### src/rtl/pu_pkg.sv
// pu_pkg: shared codes, FSM states and combinational instruction decode for dec_seq.
// Defining DEC_CMP_EN makes the 1111 opcode decode as CMP instead of illegal.
package pu_pkg;
  typedef enum logic [2:0] {ADD, SUB, THB, ASL, RSL, RSR, NAD, XOR} op_e;
  typedef enum logic [1:0] {THU, IMM, LIL, LIH} liop_e;
  typedef enum logic [1:0] {UC, ZE, CA, SG} flag_e;
  typedef enum logic [1:0] {RUN, MEMW, HALT, FAULT} state_e;
  typedef struct packed {
    logic h, we, pcwe, pcs, dmwe, dms, dstb;
    logic [1:0] wad, ra, rb;
    op_e op;
    liop_e liop;
  } out_t;
  typedef struct packed {
    out_t o;
    logic br, p, sx, mem, ill;
    flag_e ff;
    logic [7:0] im;
  } dec_t;
  function automatic dec_t decode(input logic [15:0] i);
    dec_t c;
    c = '0;
    c.o.op = THB;
    c.o.liop = THU;
    c.im = i[7:0];
    if (i[15:10] == 6'b000000) begin
      c.o.h = i[0];
      c.o.dstb = ~i[0];
    end else if (i[15:10] == 6'b000010) begin
      c.o.we = 1'b1;
      c.o.wad = i[9:8];
      c.o.dstb = i[7];
      c.o.op = op_e'(i[6:4]);
      c.o.ra = i[3:2];
      c.o.rb = i[1:0];
    end else if (i[15:13] == 3'b001) begin
      c.o.we = 1'b1;
      c.o.wad = i[11:10];
      c.o.ra = i[9:8];
      c.o.op = i[12] ? SUB : ADD;
      c.o.liop = IMM;
    end else if (i[15:13] == 3'b010 && !(i[11] && !i[10])) begin
      // bit 11 set selects the PC-relative form; pcs here is the "if taken" value
      c.br = 1'b1;
      c.p = i[12];
      c.ff = flag_e'(i[9:8]);
      c.sx = 1'b1;
      c.o.pcs = i[11];
      c.o.liop = IMM;
      if (i[11]) c.o.op = ADD;
    end else if (i[15:12] == 4'b1000 && i[9]) begin
      c.o.we = 1'b1;
      c.o.wad = i[11:10];
      c.o.rb = i[11:10];
      c.o.liop = i[8] ? LIH : LIL;
    end else if (i[15:13] == 3'b101) begin
      c.mem = 1'b1;
      c.sx = 1'b1;
      c.o.dms = 1'b1;
      c.o.dmwe = i[12];
      c.o.we = ~i[12];
      c.o.wad = i[12] ? 2'd0 : i[11:10];
      c.o.ra = i[12] ? i[11:10] : i[9:8];
      c.o.rb = i[12] ? i[9:8] : 2'd0;
      c.o.op = ADD;
      c.o.liop = IMM;
    end
`ifdef DEC_CMP_EN
    else if (i[15:12] == 4'b1111) begin
      c.sx = 1'b1;
      c.o.ra = i[11:10];
      c.o.op = SUB;
      c.o.liop = IMM;
    end
`endif
    else c.ill = 1'b1;
    return c;
  endfunction
endpackage

### src/rtl/dec_cond.sv
// dec_cond: branch-taken evaluation from flag selector, polarity and ALU flags.
module dec_cond import pu_pkg::*; (
  input  logic [1:0] ff,
  input  logic       p,
  input  logic       ze,
  input  logic       ca,
  input  logic       sg,
  output logic       taken
);
  assign taken = (ff == UC) || (p == (ff == ZE ? ze : ff == CA ? ca : sg));
endmodule

### src/rtl/dec_seq.sv
// dec_seq: registered, flow-controlled instruction decoder with branch evaluation,
// data-memory hold and watchdog. Optional CMP opcode via DEC_CMP_EN (see pu_pkg).
module dec_seq import pu_pkg::*; #(
  parameter int DW = 16,
  parameter int MEM_TMO = 15
) (
  input  logic          clk,
  input  logic          rst,
  input  logic [15:0]   inst,
  input  logic          inst_vld,
  output logic          inst_rdy,
  input  logic          ze,
  input  logic          ca,
  input  logic          sg,
  input  logic          dm_ack,
  output logic          h,
  output logic          we,
  output logic          pcwe,
  output logic          pcs,
  output logic          dmwe,
  output logic          dms,
  output logic          dstb,
  output logic [1:0]    wad,
  output logic [1:0]    ra,
  output logic [1:0]    rb,
  output logic [2:0]    op,
  output logic [1:0]    liop,
  output logic [DW-1:0] iv,
  output logic          out_vld,
  output logic          flush,
  output logic          fault
);
  localparam int CW = MEM_TMO > 0 ? $clog2(MEM_TMO + 1) : 1;
  state_e st, st_n;
  out_t q, q_n;
  dec_t d;
  logic [DW-1:0] iv_n;
  logic [CW-1:0] cnt, cnt_n;
  logic vld_n, flush_n, fault_n, taken, tmo;
  assign d = decode(inst);
  dec_cond u_cond (.ff(d.ff), .p(d.p), .ze, .ca, .sg, .taken);
  assign tmo = MEM_TMO != 0 && cnt == CW'(MEM_TMO - 1);
  always_ff @(posedge clk or posedge rst)
    if (rst) begin
      st <= RUN;
      q <= '0;
      q.op <= THB;
      iv <= '0;
      cnt <= '0;
      out_vld <= 1'b0;
      flush <= 1'b0;
      fault <= 1'b0;
    end else begin
      st <= st_n;
      q <= q_n;
      iv <= iv_n;
      cnt <= cnt_n;
      out_vld <= vld_n;
      flush <= flush_n;
      fault <= fault_n;
    end
  // strobes only survive a cycle while a memory op is pending
  always_comb begin
    st_n = st;
    q_n = q;
    iv_n = iv;
    cnt_n = '0;
    vld_n = 1'b0;
    flush_n = 1'b0;
    fault_n = fault;
    if (st != MEMW) {q_n.we, q_n.pcwe, q_n.pcs, q_n.dmwe, q_n.dms, q_n.dstb} = '0;
    case (st)
      RUN: if (inst_vld) begin
        if (d.ill) begin
          st_n = FAULT;
          fault_n = 1'b1;
        end else begin
          q_n = d.o;
          q_n.pcwe = d.br & taken;
          q_n.pcs = d.o.pcs & taken;
          flush_n = d.br & taken;
          vld_n = ~d.mem;
          iv_n = d.sx ? {{(DW-8){d.im[7]}}, d.im} : {{(DW-8){1'b0}}, d.im};
          st_n = d.o.h ? HALT : d.mem ? MEMW : RUN;
        end
      end
      MEMW: if (dm_ack) begin
        st_n = RUN;
        vld_n = 1'b1;
        {q_n.dms, q_n.dmwe} = '0;
      end else if (tmo) begin
        st_n = FAULT;
        fault_n = 1'b1;
        {q_n.we, q_n.dms, q_n.dmwe} = '0;
      end else cnt_n = cnt + 1'b1;
      default: ;
    endcase
  end
  assign inst_rdy = st == RUN && !rst;
  assign {h, we, pcwe, pcs, dmwe, dms, dstb} = {q.h, q.we, q.pcwe, q.pcs, q.dmwe, q.dms, q.dstb};
  assign {wad, ra, rb} = {q.wad, q.ra, q.rb};
  assign op = q.op;
  assign liop = q.liop;
endmodule
### config.mk
export PLATFORM = sky130hd
export DESIGN_NAME = dec_seq
export DESIGN_NICKNAME = d
export VERILOG_FILES = /design/src/rtl/pu_pkg.sv /design/src/rtl/dec_cond.sv /design/src/rtl/dec_seq.sv
export SDC_FILE = /design/constraint.sdc
export NUM_CORES = 1
export LEC_CHECK = 0
export BUFFER_PORTS_ARGS = -buffer_cell sky130_fd_sc_hd__buf_2
export CAP_MARGIN = 40
export CORE_MARGIN = 5
export CORE_UTILIZATION = 51
export DETAILED_ROUTE_END_ITERATION = 16
export HOLD_SLACK_MARGIN = 0.02
export PLACE_DENSITY = 0.79
export SLEW_MARGIN = 30
export SYNTH_ARGS = -nofsm -noshare
export SYNTH_HDL_FRONTEND = slang
export SYNTH_HIERARCHICAL = 1
export SYNTH_SLANG_ARGS = --single-unit
### constraint.sdc
create_clock -name clk -period 1.78 [get_ports clk]
set_clock_uncertainty 0.05 [all_clocks]
set_input_delay 0.089 -clock clk [delete_from_list [all_inputs] [get_ports clk]]
set_output_delay 0.089 -clock clk [all_outputs]
set_load 0.01 [all_outputs]
# After elaboration in Yosys (flattened, before gate mapping)
# Index checks and enable logic that the tools add are counted.
classes:
  eq_ne: 16
  addsub: 1
  n_lt_le_gt_ge: 0
  n_mux: 80
  div: 0
  multipliers: 0
  bitwise: 6
  reduce_logical: 15
  shift: 0
op_table:
  columns: ["cell", "count"]
  rows:
  - ["2-bit 2-to-1 mux", 24]
  - ["17-bit 2-to-1 mux", 2]
  - ["1-bit 2-to-1 mux", 29]
  - ["18-bit 2-to-1 mux", 1]
  - ["9-bit 2-to-1 mux", 2]
  - ["16-bit 2-to-1 mux", 1]
  - ["4-bit 2-to-1 mux", 4]
  - ["3-bit 2-to-1 mux", 5]
  - ["12-bit 2-to-1 mux", 1]
  - ["6-bit 2-to-1 mux", 2]
  - ["11-bit 2-to-1 mux", 1]
  - ["5-bit 2-to-1 mux", 2]
  - ["4-bit == test, second input constant", 2]
  - ["2-bit inequality test, second input constant", 4]
  - ["2-bit one-hot mux with 2 select lines", 2]
  - ["7-bit 2-to-1 mux", 1]
  - ["6-bit by 2-bit == test with 1-bit output, second input constant", 1]
  - ["6-bit logical NOT", 1]
  - ["1-bit one-hot mux with 2 select lines", 3]
  - ["3-bit AND reduction", 2]
  - ["5-bit AND reduction", 1]
  - ["4-bit by 1-bit adder with 4-bit output, second input constant", 1]
  - ["2-bit by 1-bit == test with 1-bit output, second input constant", 2]
  - ["1-bit logical AND", 4]
  - ["13 further kinds", 20]
totals:
  romBits: 0
  out_inout_bits: 38
  mem_bits_rw: 0
  mem_count: 0
  input_bits: 23
  latch_bits: 0
  regBits: 43

# Logic depth before layout (Yosys ltp)
depth:
  word_depth: 17
  depth_mapped: 10
  depth_no_buf: 8

# Modules after synthesis
# The synthesis kept the hierarchy.
modules_own_cells:
  columns: ["module", "cells_per_inst", "area_per_inst_um2", "n_inst", "seq_area_each_um2"]
  rows:
  - ["dec_seq", 181, 1965.6, 1, 902.1]
  - ["dec_cond", 6, 53.8, 1, 0.0]

# Worst setup path after synthesis
# No wires, ideal clock.
synth_timing:
  path_type: "input-to-reg"
  from: "in inst[14]"
  to: "reg q, in the netlist h"
  arrival_ps: 1769
  setup_time_ps: 125
  path_buffers: 3
  required_ps: 1605
  slack_ps: -164
  stages: 7
  path_cell_list: "buf_6 -> or4_4 -> or2_0 -> buf_6 -> a31oi_4 -> buf_12 -> mux2_4"
synth_between:
  elab_chain_len: 9
  word_cells_on_any_way: 17
  cone_classes: "eq/ne: 5; mux: 7; bitwise: 1; reduce/logical: 4"
synth_lines:
  columns: ["item", "line", "rtl"]
  rows:
  - ["from (decl)", "dec_seq.sv:9", "input logic [15:0] inst,"]
  - ["3-bit == test or 4-bit == test (tied branches)", "pu_pkg.sv:56, pu_pkg.sv:51", null]
  - ["1-bit 2-to-1 mux or 1-bit logical AND (tied branches)", "pu_pkg.sv:56, pu_pkg.sv:51", null]
  - ["3-bit 2-to-1 mux", "pu_pkg.sv:51", "end else if (i[15:12] == 4'b1000 && i[9]) begin"]
  - ["2-bit 2-to-1 mux", "pu_pkg.sv:42", "end else if (i[15:13] == 3'b010 && !(i[11] && !i[10])) begin"]
  - ["7-bit 2-to-1 mux", "pu_pkg.sv:36", "end else if (i[15:13] == 3'b001) begin"]
  - ["9-bit 2-to-1 mux", "pu_pkg.sv:29", "end else if (i[15:10] == 6'b000010) begin"]
  - ["18-bit 2-to-1 mux", "pu_pkg.sv:26", "if (i[15:10] == 6'b000000) begin"]
  - ["1-bit inverter (no source line)", null, null]
  - ["3-bit AND reduction (no source line)", null, null]
  - ["to (signal assigned)", "dec_seq.sv:55", "q <= q_n;"]
  - ["to (decl)", "dec_seq.sv:35", "out_t q, q_n;"]
# Parallel ways exist; a longest one is shown, timed or not.
# A chain may end at the register's enable or synchronous reset.

# Worst setup path in the final report
layout_timing:
  from: "in inst[15]"
  to: "reg iv[5]"
layout_between:
  elab_chain_len: 9
  word_cells_on_any_way: 16
  cone_classes: "eq/ne: 5; mux: 6; bitwise: 1; reduce/logical: 4"
layout_lines:
  columns: ["item", "line", "rtl"]
  rows:
  - ["3-bit == test or 4-bit == test (tied branches)", "pu_pkg.sv:56, pu_pkg.sv:51", null]
  - ["1-bit 2-to-1 mux or 1-bit logical AND (tied branches)", "pu_pkg.sv:56, pu_pkg.sv:51", null]
  - ["3-bit 2-to-1 mux", "pu_pkg.sv:51", null]
  - ["2-bit 2-to-1 mux", "pu_pkg.sv:42", null]
  - ["7-bit 2-to-1 mux", "pu_pkg.sv:36", null]
  - ["9-bit 2-to-1 mux", "pu_pkg.sv:29", null]
  - ["18-bit 2-to-1 mux (*)", "pu_pkg.sv:26", null]
  - ["1-bit inverter (no source line) (*)", null, null]
  - ["3-bit AND reduction (no source line) (*)", null, null]
  - ["to (signal assigned)", "dec_seq.sv:56", "iv <= iv_n;"]
  - ["to (decl)", "dec_seq.sv:28", "output logic [DW-1:0] iv,"]
# Every way passes the cells marked *; elsewhere a longest branch is shown, timed or not.

==> qor.txt <==
GRT Total Usage = 19.95%
Largest family of logic cells by synthesized area = simple AND/OR/NAND/NOR gates
Worst path cell trace = buf_2, or4_4, or2_0, a31oi_4, buf_4, mux2_4
Ports = 61
Worst Path Required = 1910 ps
CP max FO = 6
Final WS setup = 147.0 ps
Buffers added on ports = 60
Period minus WS final = 1633 ps
Max_cap viols = 0
Post-synthesis average cell area = 10.80 µm²
Post-synth top flop = dfrtp_1
Post_cts resized = 0
Routed Antenna Nets = 0
Synthesized area = 0.002019 mm²
PwrDens = 1104 mW/mm²
Fill count = 296
Max Root-Sink Buffers = 2
RSZ-0062 raised after global routing = no
Final WL = 4894 µm
Ys Warns = 6
CTS sink count = 36
Final-report max-slew violation count = 0
Least-Margin Pin Slew = 385.6 ps
Final HPWL DP = 3761 µm
Die W = 72.93 µm
Critical Path AT = 1760 ps
CTS Hold Bufs = 8
Final Net Count = 300
Reg-to-reg endpoint = ra[1]$_DFFE_PP0P_
First-pass GRT wire length = 8128 µm
CP Capture Type = flip-flop
Critical path's top delay family = simple AND/OR/NAND/NOR gates
Share of post-route cells with drive strength above 1 = 44.20%
Vias in the first global route = 1,755
Min-delay src = inst[0]
# diodes = 0
Register area share after synthesis = 44.67%
Post-synthesis compound-gate area fraction = 14.81%
Post-DP Area = 0.002489 mm²
Period utilisation layout = 91.74%
Final hold viol count = 0
Worst r2r path cells = 4
Post-Synth Simple-Gate Area = 15.55%
Post-placement worst setup slack = -154.8 ps
Hold Path Class = primary input to flip-flop
DRT iter0 DRCs = 64
Total number of vias = 1,714
H-tree lvl count = 2
Critical Path Source = inst[15]
DR pass1 iterations = 4
Reg2Reg Launch Point = st[0]$_DFFE_PP0P_
Hold Crit Depth = 2
Clk_lat worst skew = 300 ps
Num CTS Buffers = 5
GRT met2 Usage = 31.86%
Largest net degree at the start of global routing = 27
Initial Util = 53.94%
Critical path type = primary input to flip-flop
Non-filler cells, final = 324
Worst setup SP type = primary input
Fin Setup TNS = 0 ps
Total grt overflow = 0
R2r setup slk = 170 ps
Final Setup Violations = 0
GRT met3 Usage = 5.234%
Routed WL per cell = 15.10 µm
Worst slew margin = 74.27%
WHS Endpoint = iv[0]$_DFFE_PP0P_
Placed cell count = 308
Die Y = 72.93 µm
Initial antenna violation count = 0
Multiplexer share of the synthesized area = 13.20%
GRT met1 Usage = 26.01%
Std-Cell Rows = 22
Post-Layout Inst Area = 0.002684 mm²
Final core utilization = 71.69%
Worst-path clk slew = 70 ps
Netlist cell types = 50
Overall power = 2.963 mW
GP Congestion = 0.8536
WP buf/inv = 2
Synthesis-stage register bit count = 36
Layout area overhead = 32.90%
XOR/XNOR Fraction of Synth Area = 2.169%
Final hold slack = 34.37 ps
Max incr delay on CP = 520 ps
Residual DRC = 0
P_leak = 1.322 nW
CTS Root Cell = clkbuf_8
Worst VDD drop = 0.6409 mV
Die area = 0.005318 mm²
Post-synthesis instance total = 187
Core area = 0.003744 mm²
Status = finished clean
Syn nets = 212
Post-Synth Adder-Cell Area = 1.239%
Synth async-reset ratio = 100.0%
TritonCTS clock tree = yes
Fmax = 612.4 MHz
Setup repair bufs after CTS = 0
Routed vias/inst = 5.290
CP max-delay cell = or4_4
Gr busiest metal = met2
Number of synthesized flops with an enable pin = 0
sequential cells by signal, indices dropped and copies added, names as in the netlist, 2 cells and up:
| register | cells |
|---|---|
| iv | 9 |
| cnt | 4 |
| wad | 2 |
| rb | 2 |
| ra | 2 |
| op | 3 |
| st | 2 |
| liop | 2 |
worst reg2reg max path: cells and delay by family (launching register included):
family | cells | cell delay, ps
compound gates | 1 | 290
flops | 1 | 390
simple gates | 3 | 780
area by class of cell:
cell class	count	area, µm²	share of cell area (%)
inverters	10	37.54	1.399
multi-input cells	124	950.9	35.43
well taps	48	60.06	2.238
clock inverters	3	46.29	1.725
flip-flops and latches	36	902.1	33.61
repair buffers	98	618.1	23.03
clock buffers	5	68.82	2.564
kinds of logic after synthesis:
kind of cell | after synthesis
buffers and inverters | 27
AND/OR/NAND/NOR | 57
flip-flops | 36
adder cells (fa/ha/maj) | 2
XOR/XNOR | 5
multiplexers | 21
AO/OA/AOI/OAI | 39
synthesized netlist by cell type, drive strengths merged (2+ instances only):
cell type  instances  area share (%)
a21oi              7             1.7
nor3               7             1.7
a21o               2            0.81
or2                2            0.62
a32o               2            0.99
o22ai              2            0.62
inv               10             1.9
nand2              9             1.7
buf               13             5.8
ha                 2             1.2
xnor2              4             1.7
a311oi             2            0.87
clkbuf             4            0.74
o21ai              4            0.99
or3                2            0.68
nand3              4            0.99
dfrtp             35              43
nor2b              4             1.2
nor2              11             2.0
a2bb2oi            2            0.87
or4                2            0.93
o2bb2ai            2            0.87
a31oi              3             1.7
and3               2            0.62
mux2i              6             3.0
o21bai             2            0.74
and2               5             1.5
mux2              15              10
nand2b             4             1.2
a22o               6             2.6
metal layers:
layer	part of all wire [%]	vias to the layer above
met5	0	-
met4	1.4	0
met3	8.0	7
met2	48	56
met1	43	818
li1	-	833
worst max-delay path by stage:
stage                     depth (start not counted)                 to  slack, ps
after floorplan                                   7      h$_DFFE_PP0P_       -110
after detailed placement                          6  rb[1]$_DFFE_PP0P_       -150
after CTS                                         6  iv[5]$_DFFE_PP0P_        160
final                                             6  iv[5]$_DFFE_PP0P_        150
after global routing                              4  ra[1]$_DFFE_PP0P_         50
after global placement                            6  rb[1]$_DFFE_PP0P_       -120
cells in the final DEF, fill, tap and decap left out, drive strengths merged, types with 5 or more instances in the layout:
master	instances
dfrtp	35
and2	5
mux2i	6
nand2	9
a21oi	7
dlygate4sd3	8
a22o	6
nor3	7
inv	11
mux2	15
buf	90
clkbuf	5
nor2	11
power breakdown:
group	switching [mW]	total [mW]	leakage [nW]	internal, mW
clock network	0.315	0.737	0.0548	0.422
logic	0.497	1.04	0.805	0.539
registers	0.137	1.19	0.462	1.05
No activity file was read; power rests on OpenSTA's default activity.
